**src/rtl/rx_data_receive_pkg.sv**
```systemverilog
// Shared codec definitions for the SpaceWire receive path: control codes,
// host buffer encodings, RX FSM state encoding and credit defaults.
package rx_data_receive_pkg;

    localparam int MAX_CREDIT_DEF = 56;
    localparam int FCT_STEP_DEF   = 8;

    // Control character codes carried in rx_char_data[1:0]
    localparam logic [1:0] CTRL_FCT = 2'b00;
    localparam logic [1:0] CTRL_EOP = 2'b01;
    localparam logic [1:0] CTRL_EEP = 2'b10;
    localparam logic [1:0] CTRL_ESC = 2'b11;

    // Host RX buffer encodings for end-of-packet markers
    localparam logic [8:0] BUF_EOP = 9'h100;
    localparam logic [8:0] BUF_EEP = 9'h101;

    // RX FSM states. ST_WAIT_ESC is the half-way point of the first NULL:
    // an ESC has arrived while still waiting for the link to show a NULL.
    typedef enum logic [2:0] {
        ST_WAIT_NULL = 3'd0,
        ST_WAIT_ESC  = 3'd1,
        ST_RUN       = 3'd2,
        ST_ESC       = 3'd3,
        ST_ERROR     = 3'd4
    } rx_state_t;

    // Map an N-char (data byte, EOP or EEP) onto the 9-bit buffer word
    function automatic logic [8:0] nchar_encode(input logic ctrl, input logic [7:0] data);
        logic [8:0] word;
        if (!ctrl) begin
            word = {1'b0, data};
        end else if (data[1:0] == CTRL_EOP) begin
            word = BUF_EOP;
        end else begin
            word = BUF_EEP;
        end
        return word;
    endfunction

endpackage

```
**src/rtl/rx_data_receive_credit.sv**
```systemverilog
// Receive credit counter: +FCT_STEP per transmitted FCT, -1 per accepted
// N-char, saturating at MAX_CREDIT. fct_allowed tells TX that one more
// FCT fits without exceeding MAX_CREDIT.
module rx_credit_counter
    import rx_data_receive_pkg::*;
#(
    parameter int MAX_CREDIT = MAX_CREDIT_DEF,
    parameter int FCT_STEP   = FCT_STEP_DEF
) (
    input  logic       clk,
    input  logic       rst_n,
    input  logic       fct_sent,
    input  logic       consume,
    output logic [5:0] credit,
    output logic       fct_allowed
);

    logic [6:0] sum;
    logic [5:0] credit_d;

    // Next credit; one extra bit catches the overshoot above MAX_CREDIT.
    // consume is only raised by the caller when credit is non-zero.
    always_comb begin
        sum = {1'b0, credit};
        if (fct_sent) begin
            sum = sum + 7'(FCT_STEP);
        end
        if (consume) begin
            sum = sum - 7'd1;
        end
        if (sum > 7'(MAX_CREDIT)) begin
            credit_d = 6'(MAX_CREDIT);
        end else begin
            credit_d = sum[5:0];
        end
    end

    // Credit and its FCT threshold are registered together so they never disagree
    always_ff @(posedge clk or negedge rst_n) begin
        if (!rst_n) begin
            credit      <= 6'd0;
            fct_allowed <= 1'b0;
        end else begin
            credit      <= credit_d;
            fct_allowed <= (credit_d <= 6'(MAX_CREDIT - FCT_STEP));
        end
    end

endmodule

```
**src/rtl/rx_data_receive.sv**
```systemverilog
// SpaceWire receive character handler. Classifies decoded characters into
// NULL, FCT, N-chars and time-codes, writes N-chars to the host buffer,
// tracks receive credit and raises sticky link errors.
//
// Handshake: rx_char_valid is a single-cycle strobe with no back-pressure;
// every character is consumed on the edge that samples it. rx_buffer_write
// is a single-cycle strobe; the host guarantees space whenever
// rx_buffer_full is low, otherwise the character is a credit error.
module rx_data_receive
    import rx_data_receive_pkg::*;
#(
    parameter int MAX_CREDIT = MAX_CREDIT_DEF,
    parameter int FCT_STEP   = FCT_STEP_DEF
) (
    input  logic       pclk_rx,
    input  logic       enable_rx,
    input  logic       rx_char_valid,
    input  logic       rx_char_ctrl,
    input  logic [7:0] rx_char_data,
    input  logic       rx_parity_error,
    input  logic       fct_sent,
    input  logic       rx_buffer_full,
    output logic       rx_buffer_write,
    output logic [8:0] rx_buffer_data,
    output logic       rx_got_null,
    output logic       rx_got_fct,
    output logic       rx_got_nchar,
    output logic       rx_null_seen,
    output logic       tick_out,
    output logic [7:0] time_out,
    output logic [5:0] rx_credit,
    output logic       fct_allowed,
    output logic       rx_error_esc,
    output logic       rx_error_parity,
    output logic       rx_error_credit,
    output logic [2:0] rx_state_dbg
);

    rx_state_t state_q;
    rx_state_t state_d;

    logic       is_fct;
    logic       is_esc;
    logic       nchar_req;
    logic       nchar_ok;
    logic       live_char;

    logic       write_d;
    logic [8:0] data_d;
    logic       got_null_d;
    logic       got_fct_d;
    logic       got_nchar_d;
    logic       null_seen_d;
    logic       tick_d;
    logic [7:0] time_d;
    logic       err_esc_d;
    logic       err_parity_d;
    logic       err_credit_d;

    // Character classification shared by next-state and output logic
    always_comb begin
        live_char = rx_char_valid && (state_q != ST_ERROR) && !rx_parity_error;
        is_fct    = rx_char_ctrl && (rx_char_data[1:0] == CTRL_FCT);
        is_esc    = rx_char_ctrl && (rx_char_data[1:0] == CTRL_ESC);
        nchar_req = live_char && (state_q == ST_RUN) && !is_fct && !is_esc;
        nchar_ok  = nchar_req && (rx_credit != 6'd0) && !rx_buffer_full;
    end

    // State register
    always_ff @(posedge pclk_rx or negedge enable_rx) begin
        if (!enable_rx) begin
            state_q <= ST_WAIT_NULL;
        end else begin
            state_q <= state_d;
        end
    end

    // Next-state logic
    always_comb begin
        state_d = state_q;
        if (rx_char_valid && (state_q != ST_ERROR)) begin
            if (rx_parity_error) begin
                state_d = ST_ERROR;
            end else begin
                case (state_q)
                    ST_WAIT_NULL: begin
                        if (is_esc) state_d = ST_WAIT_ESC;
                    end
                    ST_WAIT_ESC: begin
                        if (is_fct)      state_d = ST_RUN;
                        else if (is_esc) state_d = ST_WAIT_ESC;
                        else             state_d = ST_WAIT_NULL;
                    end
                    ST_RUN: begin
                        if (is_esc)                    state_d = ST_ESC;
                        else if (nchar_req && !nchar_ok) state_d = ST_ERROR;
                    end
                    ST_ESC: begin
                        if (is_fct || !rx_char_ctrl) state_d = ST_RUN;
                        else                         state_d = ST_ERROR;
                    end
                    default: state_d = state_q;
                endcase
            end
        end
    end

    // Output logic: next values of the registered outputs
    always_comb begin
        write_d      = 1'b0;
        data_d       = rx_buffer_data;
        got_null_d   = 1'b0;
        got_fct_d    = 1'b0;
        got_nchar_d  = 1'b0;
        tick_d       = 1'b0;
        time_d       = time_out;
        null_seen_d  = rx_null_seen;
        err_esc_d    = rx_error_esc;
        err_parity_d = rx_error_parity;
        err_credit_d = rx_error_credit;
        if (rx_char_valid && (state_q != ST_ERROR)) begin
            if (rx_parity_error) begin
                err_parity_d = 1'b1;
            end else begin
                case (state_q)
                    ST_WAIT_ESC: begin
                        if (is_fct) begin
                            got_null_d  = 1'b1;
                            null_seen_d = 1'b1;
                        end
                    end
                    ST_RUN: begin
                        if (is_fct) begin
                            got_fct_d = 1'b1;
                        end else if (nchar_ok) begin
                            write_d     = 1'b1;
                            got_nchar_d = 1'b1;
                            data_d      = nchar_encode(rx_char_ctrl, rx_char_data);
                        end else if (nchar_req) begin
                            err_credit_d = 1'b1;
                        end
                    end
                    ST_ESC: begin
                        if (is_fct) begin
                            got_null_d  = 1'b1;
                            null_seen_d = 1'b1;
                        end else if (!rx_char_ctrl) begin
                            // Only the 6-bit counter must advance by one; control bits are free
                            time_d = rx_char_data;
                            tick_d = (rx_char_data[5:0] == time_out[5:0] + 6'd1);
                        end else begin
                            err_esc_d = 1'b1;
                        end
                    end
                    default: ;
                endcase
            end
        end
    end

    // Output registers; buffer data holds the last written word
    always_ff @(posedge pclk_rx or negedge enable_rx) begin
        if (!enable_rx) begin
            rx_buffer_write <= 1'b0;
            rx_buffer_data  <= 9'h000;
            rx_got_null     <= 1'b0;
            rx_got_fct      <= 1'b0;
            rx_got_nchar    <= 1'b0;
            rx_null_seen    <= 1'b0;
            tick_out        <= 1'b0;
            time_out        <= 8'h00;
            rx_error_esc    <= 1'b0;
            rx_error_parity <= 1'b0;
            rx_error_credit <= 1'b0;
        end else begin
            rx_buffer_write <= write_d;
            rx_buffer_data  <= data_d;
            rx_got_null     <= got_null_d;
            rx_got_fct      <= got_fct_d;
            rx_got_nchar    <= got_nchar_d;
            rx_null_seen    <= null_seen_d;
            tick_out        <= tick_d;
            time_out        <= time_d;
            rx_error_esc    <= err_esc_d;
            rx_error_parity <= err_parity_d;
            rx_error_credit <= err_credit_d;
        end
    end

    assign rx_state_dbg = state_q;

    rx_credit_counter #(
        .MAX_CREDIT (MAX_CREDIT),
        .FCT_STEP   (FCT_STEP)
    ) u_credit (
        .clk         (pclk_rx),
        .rst_n       (enable_rx),
        .fct_sent    (fct_sent),
        .consume     (nchar_ok),
        .credit      (rx_credit),
        .fct_allowed (fct_allowed)
    );

endmodule

```
**config.mk**
```make
export PLATFORM = sky130hd
export DESIGN_NAME = rx_data_receive
export DESIGN_NICKNAME = d
export VERILOG_FILES = /design/src/rtl/rx_data_receive_pkg.sv /design/src/rtl/rx_data_receive_credit.sv /design/src/rtl/rx_data_receive.sv
export SDC_FILE = /design/constraint.sdc
export NUM_CORES = 1
export LEC_CHECK = 0
export BUFFER_PORTS_ARGS = -buffer_cell sky130_fd_sc_hd__buf_2
export CAP_MARGIN = 20
export CORE_MARGIN = 3
export CORE_UTILIZATION = 30
export DETAILED_ROUTE_END_ITERATION = 8
export GPL_ROUTABILITY_DRIVEN = 0
export GPL_TIMING_DRIVEN = 0
export SETUP_SLACK_MARGIN = 0.4
export SLEW_MARGIN = 15
export SYNTH_ARGS = -nofsm -noshare
export SYNTH_HDL_FRONTEND = slang
export SYNTH_SLANG_ARGS = --single-unit
```
**constraint.sdc**
```tcl
create_clock -name pclk_rx -period 3.9 [get_ports pclk_rx]
set_input_delay 0 -clock pclk_rx [delete_from_list [all_inputs] [get_ports pclk_rx]]
set_output_delay 0 -clock pclk_rx [all_outputs]
set_load 0.005 [all_outputs]
```
Word-level counts from Yosys, hierarchy flattened
Index checks and enable logic that the tools add are counted.

Add/subtract/negate cells: 3. Muxes and demuxes: 30. Eq/ne operators: 9. Order comparisons: 2. Bitwise logic cells: 4. Reduce and logical (&&, ||, !) cells: 29.

Operators with widths (count): $mux 1 (19); $mux 3 (5); $reduce_and 5->1 (3); $mux 7 (2); $pmux 3 s4 (1); $logic_and 1x1->1 (10); $mux 9 (1); $reduce_and 4->1 (2); $add 6x4->7 const B (1); $gt 7x6->1 const B (1); $sub 7x1->7 const B (1); $add 6x1->6 const B (1); $eq 3x2->1 const B (2); $eq 6x6->1 (1); $le 6x6->1 const B (1); $logic_not 1->1 (6); $mux 6 (1); $ne 3x3->1 const B (2); $reduce_and 6->1 (1); $reduce_bool 6->1 (1); $reduce_bool 5->1 (1); $ne 4x3->1 const B (1); $not 1->1 (4); $eq 3x1->1 const B (1); other kinds (8) (8).

Bits of input ports: 15. Bits in registers: 35. Output and inout bits: 36. Logic and storage cells: 90.

Depth between registers and ports, before layout
Gate-level depths: netlist (run 1).

Depth in word-level cells: 14. Gate-level depth with buffers: 9. Mapped depth without buffers: 9.

By module
A second synthesis (run 1) with hierarchy kept.

Cells, all modules: 191. Area total of the unflattened synthesis: 1983.2 µm².

By module, submodules not included: rx_data_receive (area an instance 1440.1 µm², times used 1, cells an instance 129, seq. area each 700.7 µm²); rx_credit_counter (area an instance 543.0 µm², times used 1, cells an instance 62, seq. area each 175.2 µm²).

Least setup slack after synthesis (run 1)
OpenSTA, ideal clock, no wires.

Kind: reg2reg. Start: reg state_q[0], in the netlist rx_state_dbg[0]. End: reg u_credit.credit[0]. Period minus slack after synthesis: 2.355 ns. Setup time: 0.134 ns. Required time: 3.766 ns. Buffers on the path: 1. Setup slack: 1.545 ns. Data arrival time: 2.221 ns. Cell stages (with the launch flop): 9. Path through: dfrtp_1 buf_6 or3b_4 a2111oi_4 nand2_4 clkinv_2 mux2_4 nor4_1 nor3_1.

Word-level cells in the longest chain between the ends: 11. Elaborated cells on any way between the ends: 12. Those cells by class: order compare (1); eq/ne (2); mux (2); reduce/logical (7).

Ends and longest elaborated chain: start, declared (line rx_data_receive.sv:39) `rx_state_t state_q;`; start signal, assigned (line rx_data_receive.sv:74) `state_q <= state_d;`; $ne 3x3->1 (line rx_data_receive.sv:62) `live_char = rx_char_valid && (state_q != ST_ERROR) && !rx_parity_error;`; $logic_and 1x1->1 (2 in a row) (line rx_data_receive.sv:62); $logic_and 1x1->1 * (3 in a row) (line rx_data_receive.sv:65) `nchar_req = live_char && (state_q == ST_RUN) && !is_fct && !is_esc;`; $logic_and 1x1->1 * (2 in a row) (line rx_data_receive.sv:66) `nchar_ok = nchar_req && (rx_credit != 6'd0) && !rx_buffer_full;`; $mux 7 * (line rx_data_receive_credit.sv:28) `if (consume) begin`; $gt 7x6->1 (line rx_data_receive_credit.sv:31) `if (sum > 7'(MAX_CREDIT)) begin`; $mux 6 * (line rx_data_receive_credit.sv:31); named net u_credit.credit_d[0] (line rx_data_receive_credit.sv:19) `logic [5:0] credit_d;`; end signal, assigned (line rx_data_receive_credit.sv:44) `credit <= credit_d;`; end, declared (line rx_data_receive_credit.sv:14) `output logic [5:0] credit,`.

Mark *: on every way through the listed nets, which the timed path passes. The rest lies on a longest branch. A chain may end at the register's enable or synchronous reset.

Worst setup path after layout (run 1)
Start: reg state_q[0], in the netlist rx_state_dbg[0]. End: reg u_credit.credit[1].

Same word-level chain as after synthesis.

==> results.py, run 1 <==
metrics = {
    "status": {
        "status": "finished, final reports clean",
    },
    "timing": {
        "drv_slew": 0,
        "setup_tns_ps": 0,
        "max_clock_freq_ghz": 0.385,
        "fin_skew_ps": 3.67,
        "rsz0062_at_grt": "false",
        "hold_viol": 0,
        "finalCritPeriodShare_pct": 66.7,
        "worst_pin_slew_ps": 795,
        "fin_crit_ps": 2600,
        "slew_headroom_pct": 47.0,
        "setup_viol_count_final": 0,
    },
    "power": {
        "vdd_ir_drop_max_uv": 164,
        "pwr_density_cell_nw_per_um2": 395,
        "p_total_uw": 953,
        "leakage_nw": 1.19,
    },
    "yosys": {
        "yosysTopAreaCell": "dfrtp_1",
        "synth_nets": 204,
        "synth_top_area_share_pct": 45.6,
        "syn_area_sq_um": 1920,
        "synthArstFlopShare_pct": 100,
        "seq_area_frac_synth_pct": 45.6,
        "synth_seq_cells": 35,
        "synth-warning-count": 0,
        "synth-edff-count": 0,
        "synthTopCellsByArea": "dfrtp_1 (46%), mux2_2 (5.3%), xnor2_1 (5.0%)",
        "avgSynthCellArea_sq_um": 10.3,
        "synthCells": 186,
        "synth_cell_types": 43,
        "synthFlopType": "dfrtp_1",
    },
    "floorplanning": {
        "initial_core_util_pct": 31.7,
        "io_pins": 51,
        "die_y_um": 86.0,
        "core_area_sq_um": 6060,
        "fp.dieW_um": 86.0,
        "rows": 28,
        "die-area_sq_um": 7390,
    },
    "worst_setup_path": {
        "worst-path-buf-inv": 2,
        "crit_path_end": "u_credit.credit[1]$_DFF_PN0_",
        "critPathMaxStageDelay_ps": 490,
        "cp.required_ps": 4050,
        "crit_path_cell_trace": "buf_6 -> or3b_4 -> a2111oi_4 -> nand2_4 -> clkinv_2 -> mux2_4 -> nor4_1 -> nor3_1",
        "r2r_slack_ps": 1300,
        "path_class": "reg2reg",
        "crit_path_start_kind": "flop",
        "cp_top_family": "simple AND/OR/NAND/NOR gates",
        "timing.rr.end": "u_credit.credit[1]$_DFF_PN0_",
        "path_max_fanout": 10,
        "end_kind": "flop",
        "cp_slowest_cell": "a2111oi_4",
        "rr_startpoint": "rx_state_dbg[0]$_DFFE_PN0P_",
        "cp_num_cells": 8,
        "rr_worst_depth": 8,
        "arrival_ps": 2750,
        "cp-startpoint": "rx_state_dbg[0]$_DFFE_PN0P_",
    },
    "final_layout": {
        "nets": 267,
        "syn_to_final_growth_pct": 25.8,
        "post-route-util_pct": 39.8,
        "antenna_cells": 0,
        "seqCellArea_sq_um": 876,
        "multi_input_area_sq_um": 982,
        "drive_gt1_share_pct": 31.6,
        "fill_cells": 618,
    },
    "global_routing": {
        "grt_use_total_pct": 12.7,
        "grt_pass1_vias": 1532,
        "overflow": 0,
        "grt_max_degree": 36,
        "grt_pass1_wl_mm": 7.50,
        "antenna_found_initial": 0,
    },
    "cts": {
        "ctsHtreeMaxLevel": 2,
        "cts_resized": 0,
        "cts_tree": "yes",
        "clkTransAtPathRegs_ps": 70,
        "postCtsSetupRepairBufs": 0,
        "cts-buffers-inserted": 5,
        "clock-sinks": 35,
        "clk_latency_ps": 280,
        "cts.path.max_buffers": 2,
        "root_buffer": "clkbuf_8",
        "hold_buffers": 8,
    },
    "detailed_routing": {
        "drc_errors": 0,
        "wl_per_cell_um": 13.4,
        "drtAntennaViolNets": 0,
        "avgViaCountPerCell": 4.81,
        "drt-initial-drc-count": 69,
        "dr.pass1.iters": 4,
        "wirelength_mm": 4.37,
        "vias": 1563,
    },
    "hold_path": {
        "hp-class": "in2reg",
    },
    "run": {
        "maxCapViolCount": 0,
    },
    "placed_design": {
        "dp_hpwl_mm": 3.20,
        "io_buffer_count": 48,
    },
}
[synthesized netlist by cell type, types with 2 or more instances]
| cell | count |
|---|---|
| mux2_2 | 9 |
| clkbuf_1 | 4 |
| a21oi_1 | 9 |
| nand3_1 | 7 |
| and3_1 | 3 |
| xnor2_1 | 11 |
| o21ai_0 | 12 |
| ha_1 | 3 |
| a22o_1 | 2 |
| nor2_1 | 11 |
| nand4_1 | 2 |
| buf_4 | 2 |
| nor2b_1 | 5 |
| nand2_1 | 16 |
| nand2b_1 | 10 |
| xnor2_2 | 2 |
| dfrtp_1 | 35 |
| nor4_1 | 2 |
| xor2_1 | 4 |
| nor3_1 | 9 |
| a21o_1 | 3 |
| inv_1 | 4 |
[logic make-up after synthesis]
group	after synthesis	share of synthesized area, %
compound gates	34	12.6
xor+xnor	18	9.39
fa+ha+maj	3	1.96
buf+inv	12	3.19
flops	35	45.6
mux	11	6.58
simple gates	73	20.7
[cell type report]
cell class              count  share of cell area, %
repair buffers             56                   13.3
clock buffers               7                   3.16
inverters                   5                  0.829
clock inverters             1                  0.207
flip-flops and latches     35                   36.3
multi-input cells         139                   40.7
plain buffers               7                   1.71
well taps                  75                   3.89
[worst register-to-register path, stage by stage, from the launching register on]
cell and delay, ps:
dfrtp_1 390, buf_6 140, or3b_4 430, a2111oi_4 490, nand2_4 180, clkinv_2 150, mux2_4 320, nor4_1 280
nor3_1 100
[report_power, final]
part           leakage [nW]  internal (mW)  switching [mW]
combinational         0.676          0.122           0.148
clock                0.0422          0.125           0.129
sequential            0.467          0.391          0.0383
total                  1.19          0.638           0.315
[stage by stage]
step                      area (sq um)  setup WS (ps)  hold WS, ps  cells
after global routing              2410           1070         35.7    325
after floorplan                   1920           1550         -296    186
after global placement            2250           1290          135    309
final                             2410           1300         18.0    325
after detailed placement          2250           1260          140    309
after CTS                         2410           1240         8.42    325
[placed cells by master, fill, tap and decap left out, drive strengths merged, types with 4 or more instances in the layout]
cell | netlist | layout
nor2 | 11 | 11
o21ai | 12 | 12
xnor2 | 13 | 13
a21oi | 9 | 9
nand3 | 8 | 8
clkbuf | 4 | 11
nor2b | 5 | 5
nor3 | 9 | 9
xor2 | 5 | 5
buf | 3 | 51
nand2b | 10 | 10
inv | 4 | 4
mux2 | 10 | 10
dfrtp | 35 | 35
dlygate4sd3 | 0 | 8
nand2 | 17 | 17
[flip-flops by register name, indices dropped and copies added, names as in the netlist]
signal,flops
time_out,8
rx_got_null,1
rx_got_fct,1
rx_error_esc,1
rx_got_nchar,1
rx_error_parity,1
rx_null_seen,1
u_credit.fct_allowed,1
rx_state_dbg,3
u_credit.credit,6
tick_out,1
rx_error_credit,1
rx_buffer_data,9
[how the worst min path moves through the flow]
stage	startpoint	endpoint	slack [ps]	depth (start not counted)
final	rx_parity_error	rx_error_parity$_DFFE_PN0P_	20	2
after global routing	rx_parity_error	rx_error_parity$_DFFE_PN0P_	40	2
after CTS	rx_parity_error	rx_error_parity$_DFFE_PN0P_	8	2
after detailed placement	enable_rx	u_credit.fct_allowed$_DFF_PN0_	140	1
after global placement	enable_rx	u_credit.fct_allowed$_DFF_PN0_	130	1
after floorplan	enable_rx	rx_buffer_data[0]$_DFFE_PN0P_	-300	0
[per-layer routing]
| metal | GRT usage, % | vias up | part of all wire (%) |
|---|---|---|---|
| met4 | 4.89 | 0 | 2.1 |
| met1 | 16.4 | 730 | 47 |
| met5 | 0 | - | 0 |
| li1 | - | 780 | - |
| met2 | 20.1 | 40 | 45 |
| met3 | 3.46 | 13 | 5.5 |
No activity file was read; power rests on OpenSTA's default activity.
==> run 2: changes to the inputs <==
==> constraint.sdc (replaced) <==
create_clock -name pclk_rx -period 2.4 [get_ports pclk_rx]
set_input_delay 0 -clock pclk_rx [delete_from_list [all_inputs] [get_ports pclk_rx]]
set_output_delay 0 -clock pclk_rx [all_outputs]
set_load 0.005 [all_outputs]
==> results.py, run 2 (synthesis results as in run 1) <==
metrics = {
    "power": {
        "leakage_nw": 1.31,
        "vdd_ir_drop_max_uv": 278,
        "pwr_density_cell_nw_per_um2": 630,
    },
    "detailed_routing": {
        "vias": 1661,
        "wirelength_mm": 4.71,
        "avgViaCountPerCell": 4.81,
        "drtAntennaViolNets": 0,
        "drc_errors": 0,
        "drt-initial-drc-count": 48,
        "dr.pass1.iters": 4,
        "wl_per_cell_um": 13.6,
    },
    "global_routing": {
        "antenna_found_initial": 0,
        "overflow": 0,
        "grt_max_degree": 36,
        "grt_use_total_pct": 13.0,
        "grt_pass1_wl_mm": 7.64,
        "grt_pass1_vias": 1600,
    },
    "worst_setup_path": {
        "cp-startpoint": "rx_state_dbg[0]$_DFFE_PN0P_",
        "cp.required_ps": 2570,
        "arrival_ps": 2400,
        "timing.rr.end": "u_credit.credit[1]$_DFF_PN0_",
        "path_class": "reg2reg",
        "path_max_fanout": 4,
        "end_kind": "flop",
        "r2r_slack_ps": 170,
        "crit_path_start_kind": "flop",
        "rr_startpoint": "rx_state_dbg[0]$_DFFE_PN0P_",
        "rr_worst_depth": 8,
    },
    "cts": {
        "clock-sinks": 35,
        "root_buffer": "clkbuf_8",
        "clkTransAtPathRegs_ps": 70,
        "cts.path.max_buffers": 2,
        "clk_latency_ps": 290,
        "ctsHtreeMaxLevel": 2,
        "cts_tree": "yes",
        "cts-buffers-inserted": 5,
    },
    "status": {
        "status": "finished, final reports clean",
    },
    "timing": {
        "fin_skew_ps": 8.23,
        "setup_tns_ps": 0,
        "fin_crit_ps": 2230,
        "worst_pin_slew_ps": 784,
        "max_clock_freq_ghz": 0.448,
        "hold_ws_ps": 13.5,
        "drv_slew": 0,
        "slew_headroom_pct": 47.7,
        "setup_viol_count_final": 0,
        "finalCritPeriodShare_pct": 93.0,
        "rsz0062_at_grt": "true",
        "hold_viol": 0,
    },
    "hold_path": {
        "hold_end": "rx_error_parity$_DFFE_PN0P_",
        "hold_start": "rx_parity_error",
        "hold_depth": 2,
        "hp-class": "in2reg",
    },
    "final_layout": {
        "drive_gt1_share_pct": 42.6,
        "layout_common_cells": "buf_2 (48), dfrtp_1 (33), buf_4 (18)",
        "fill_cells": 596,
        "top_register": "rx_buffer_data",
        "layout_commonest_cell": "buf_2",
        "post-route-util_pct": 45.1,
        "nets": 287,
        "antenna_cells": 0,
        "largest_reg_flops": 9,
        "top_regs": "rx_buffer_data: 9 flops, time_out: 8 flops, u_credit.credit: 6 flops",
        "syn_to_final_growth_pct": 42.3,
    },
    "floorplanning": {
        "fp.dieW_um": 86.0,
        "io_pins": 51,
        "die_y_um": 86.0,
        "core_area_sq_um": 6060,
        "rows": 28,
        "initial_core_util_pct": 31.7,
        "die-area_sq_um": 7390,
    },
    "run": {
        "maxCapViolCount": 0,
    },
    "placed_design": {
        "io_buffer_count": 48,
        "dp_hpwl_mm": 3.17,
    },
}
run 2: cell types whose count changed in the layout (fill, tap and decap cells not counted), sizes merged:
cell         previous run  this run
buf                    51        73
clkbuf                 11        10
dlygate4sd3             8         7
run 2: layout make-up:
type | count | area, sq um | share of cell area [%]
plain buffers | 7 | 56.3 | 2.06
flip-flops and latches | 35 | 878 | 32.2
multi-input cells | 139 | 1100 | 40.2
clock inverters | 1 | 5.00 | 0.183
well taps | 75 | 93.8 | 3.44
repair buffers | 76 | 492 | 18.0
inverters | 5 | 31.3 | 1.15
clock buffers | 7 | 76.3 | 2.79
run 2: repair_timing:
action | CTS | global route
hold endpoints to repair | 45 | 0
endpoints found under the setup margin | 17 | 28
setup buffers | 11 | 10
hold buffers | 7 | 0
pin swaps | 11 | 10
resized for setup | 14 | 11
cloned | 0 | 0
run 2: worst max-delay path by stage:
| stage | end | slack (ps) | depth (start not counted) |
|---|---|---|---|
| after floorplan | u_credit.credit[0]$_DFF_PN0_ | 200 | 7 |
| after global placement | u_credit.credit[1]$_DFF_PN0_ | 10 | 8 |
| after detailed placement | u_credit.credit[1]$_DFF_PN0_ | 7 | 8 |
| after CTS | u_credit.credit[1]$_DFF_PN0_ | 130 | 9 |
| after global routing | u_credit.credit[1]$_DFF_PN0_ | 80 | 8 |
| final | u_credit.credit[1]$_DFF_PN0_ | 170 | 8 |
run 2: power by group:
group / internal, mW / leakage (nW) / switching (mW)
logic: 0.288 / 0.806 / 0.321
registers: 0.635 / 0.466 / 0.0580
clock network: 0.204 / 0.0422 / 0.215
total: 1.13 / 1.31 / 0.594
run 2: metrics by stage:
| step | power [mW] | setup WS [ps] | instances | cell area (sq um) |
|---|---|---|---|---|
| CTS | 1.65 | 134 | 335 | 2600 |
| global route | 1.82 | 79.2 | 345 | 2730 |
| global placement | 1.16 | 10.1 | 309 | 2290 |
| finish | 1.72 | 169 | 345 | 2730 |
| detailed placement | 1.16 | 6.77 | 309 | 2290 |
| floorplan | 1.03 | 197 | 186 | 1950 |
run 2: layer usage:
layer | global-route usage (%) | vias up | wire length [um]
met2 | 20.7 | 40 | 2210
met1 | 16.6 | 791 | 2160
met5 | 0 | - | 0
li1 | - | 819 | -
met3 | 3.27 | 11 | 230
met4 | 5.90 | 0 | 103
run 2: worst max-delay path: stages (launching register included):
cell       delay, ps
dfrtp_1          400
buf_6            120
or3b_4           390
a2111oi_4        250
buf_6            180
nand4_1          150
xnor2_2          240
nor4_4           310
nor3_1            70
==> run 3: changes to the inputs <==
--- a/config.mk
+++ b/config.mk
@@ -5,7 +5,8 @@
 export SDC_FILE = /design/constraint.sdc
 export NUM_CORES = 1
 export LEC_CHECK = 0
-export BUFFER_PORTS_ARGS = -buffer_cell sky130_fd_sc_hd__buf_2
+export ABC_AREA = 1
+export BUFFER_PORTS_ARGS = -buffer_cell sky130_fd_sc_hd__clkbuf_2
 export CAP_MARGIN = 20
 export CORE_MARGIN = 3
 export CORE_UTILIZATION = 30
==> results.py, run 3 <==
metrics = {
    "status": {
        "status": "finished, final reports clean",
    },
    "floorplanning": {
        "fp.dieW_um": 85.9,
        "initial_core_util_pct": 31.6,
        "rows": 28,
        "io_pins": 51,
        "die-area_sq_um": 7380,
        "die_y_um": 85.9,
        "core_area_sq_um": 6060,
    },
    "timing": {
        "slew_headroom_pct": 41.5,
        "setup_tns_ps": 0,
        "hold_viol": 0,
        "rsz0062_at_grt": "true",
        "fin_crit_ps": 1840,
        "max_clock_freq_ghz": 0.543,
        "fin_skew_ps": 2.94,
        "hold_ws_ps": 38.8,
        "setup_viol_count_final": 0,
        "drv_slew": 0,
        "worst_pin_slew_ps": 878,
        "finalCritPeriodShare_pct": 76.7,
    },
    "yosys": {
        "synth_top_family_by_area": "simple AND/OR/NAND/NOR gates",
        "synth_xor_area_share_pct": 4.58,
        "synth_cell_types": 34,
        "synthFlopType": "dfrtp_1",
        "synthArstFlopShare_pct": 100,
        "yosys.area_share.simple_pct": 30.0,
        "synth-edff-count": 0,
        "synth-warning-count": 0,
        "synthTopCellsByCount": "nand2_1 (55), dfrtp_1 (35), inv_1 (29), nand3_1 (20), nor2_1 (18)",
        "synth_compound_area_share_pct": 9.61,
        "synth_nets": 254,
        "avgSynthCellArea_sq_um": 8.11,
        "synth_top_area_share_pct": 45.8,
        "seq_area_frac_synth_pct": 45.8,
        "synth_fa_ha_area_share_pct": 1.96,
        "muxShareOfSynthArea_pct": 0,
        "synth_seq_cells": 35,
        "synthCells": 236,
        "yosysTopAreaCell": "dfrtp_1",
        "synth_most_common_cell": "nand2_1",
        "synthTopCellsByArea": "dfrtp_1 (46%), nand2_1 (11%), inv_1 (5.7%)",
        "syn_area_sq_um": 1910,
    },
    "detailed_routing": {
        "drt-initial-drc-count": 55,
        "avgViaCountPerCell": 4.62,
        "dr.pass1.iters": 4,
        "drtAntennaViolNets": 0,
        "drc_errors": 0,
        "wirelength_mm": 4.45,
        "vias": 1736,
        "wl_per_cell_um": 11.8,
    },
    "global_routing": {
        "grt_max_degree": 36,
        "antenna_found_initial": 0,
        "overflow": 0,
        "grt_pass1_vias": 1748,
        "grt_use_total_pct": 13.4,
        "grt_pass1_wl_mm": 7.97,
    },
    "cts": {
        "root_buffer": "clkbuf_8",
        "ctsHtreeMaxLevel": 2,
        "cts_tree": "yes",
        "clk_latency_ps": 280,
        "cts-buffers-inserted": 5,
        "clkTransAtPathRegs_ps": 70,
        "clock-sinks": 35,
        "cts.path.max_buffers": 2,
        "postCtsSetupRepairBufs": 0,
    },
    "final_layout": {
        "drive_gt1_share_pct": 29.2,
        "layout_common_cells": "nand2_1 (55), clkbuf_2 (51), dfrtp_1 (35)",
        "layout_commonest_cell": "nand2_1",
        "nets": 318,
        "syn_to_final_growth_pct": 28.2,
        "fill_cells": 634,
        "top_register": "rx_buffer_data",
        "antenna_cells": 0,
        "top_regs": "rx_buffer_data: 9 flops, time_out: 8 flops, u_credit.credit: 6 flops",
        "largest_reg_flops": 9,
    },
    "worst_setup_path": {
        "rr_startpoint": "u_credit.credit[1]$_DFF_PN0_",
        "r2r_slack_ps": 560,
        "path_class": "reg2reg",
        "rr_worst_depth": 13,
        "end_kind": "flop",
        "cp-startpoint": "u_credit.credit[1]$_DFF_PN0_",
        "crit_path_start_kind": "flop",
        "arrival_ps": 2060,
        "path_max_fanout": 10,
        "cp.required_ps": 2620,
        "timing.rr.end": "u_credit.credit[0]$_DFF_PN0_",
    },
    "hold_path": {
        "hold_depth": 3,
        "hp-class": "in2reg",
        "hold_start": "rx_char_data[0]",
        "hold_end": "rx_buffer_data[0]$_DFFE_PN0P_",
    },
    "placed_design": {
        "io_buffer_count": 50,
        "dp_hpwl_mm": 3.35,
    },
    "power": {
        "pwr_density_cell_nw_per_um2": 763,
        "vdd_ir_drop_max_uv": 485,
        "leakage_nw": 1.31,
    },
    "run": {
        "maxCapViolCount": 0,
    },
}
[run 3: cell count changes in the layout (fill, tap and decap cells not counted), moves of 16 or more]
cell	change
clkbuf_2	+51
o21ai_1	+16
inv_1	+23
buf_2	-48
buf_4	-17
nand2_1	+40
[run 3: repair_timing]
| item | 4_1_cts | 5_1_grt |
|---|---|---|
| gates resized for setup | 3 | 5 |
| hold endpoints to repair | 48 | 0 |
| hold buffers | 7 | 0 |
| setup endpoints to repair | 5 | 15 |
| pin swaps | 0 | 0 |
[run 3: worst max path at each step]
stage                                                 to  slack [ps]  cells after the start
after CTS                   u_credit.credit[2]$_DFF_PN0_         420                     13
after global routing      u_credit.fct_allowed$_DFF_PN0_         370                     13
after detailed placement    u_credit.credit[2]$_DFF_PN0_         360                     13
after global placement      u_credit.credit[1]$_DFF_PN0_         350                     13
after floorplan             u_credit.credit[1]$_DFF_PN0_         670                     13
final                       u_credit.credit[0]$_DFF_PN0_         560                     13
[run 3: cell families (layout without fill, tap and decap cells)]
kind of cell / count (synthesis) / after routing
fa+ha+maj: 3 / 3
buf+inv: 38 / 103
xor+xnor: 10 / 10
flops: 35 / 35
compound gates: 32 / 32
simple gates: 118 / 118
[run 3: per-layer routing]
| metal | vias up | global-route usage (%) | share of wire [%] |
|---|---|---|---|
| met5 | - | 0 | 0 |
| met4 | 0 | 4.32 | 1.3 |
| met3 | 5 | 4.51 | 6.8 |
| met2 | 47 | 21.4 | 45 |
| met1 | 799 | 17.0 | 47 |
| li1 | 885 | - | - |
[run 3: through the flow]
stage               util, %  setup WS [ps]  cell area, sq um  total power [mW]  std cells
floorplan                 -            671              1910              1.19        236
global placement       37.3            346              2260              1.40        361
detailed placement     37.3            359              2260              1.41        361
CTS                    40.3            420              2440              1.91        376
global route           40.5            372              2450              2.05        376
finish                 40.5            560              2450              1.87        376
[run 3: power by group]
| part | internal (mW) | switching, mW |
|---|---|---|
| Clock | 0.262 | 0.204 |
| Combinational | 0.258 | 0.366 |
| Sequential | 0.686 | 0.0980 |
| Total | 1.21 | 0.668 |
[run 3: critical path, cell delays in order, from the launching register on]
cell and delay (ps):
dfrtp_1 380, inv_1 130, ha_4 190, nand3_1 90, nand2_1 140, inv_2 90, nand2_4 120, buf_6 160
nand2_1 70, nand2_2 70, nand3_2 90, nand3_2 80, nand2_2 70, nor2_1 100
[run 3: layout make-up]
class                   count  area, sq um  share of cell area, %
repair buffers             57          320                   13.1
well taps                  75         93.8                   3.82
plain buffers               3         23.8                  0.969
clock buffers               8          100                   4.08
flip-flops and latches     35          876                   35.7
multi-input cells         163          903                   36.8
inverters                  35          136                   5.56
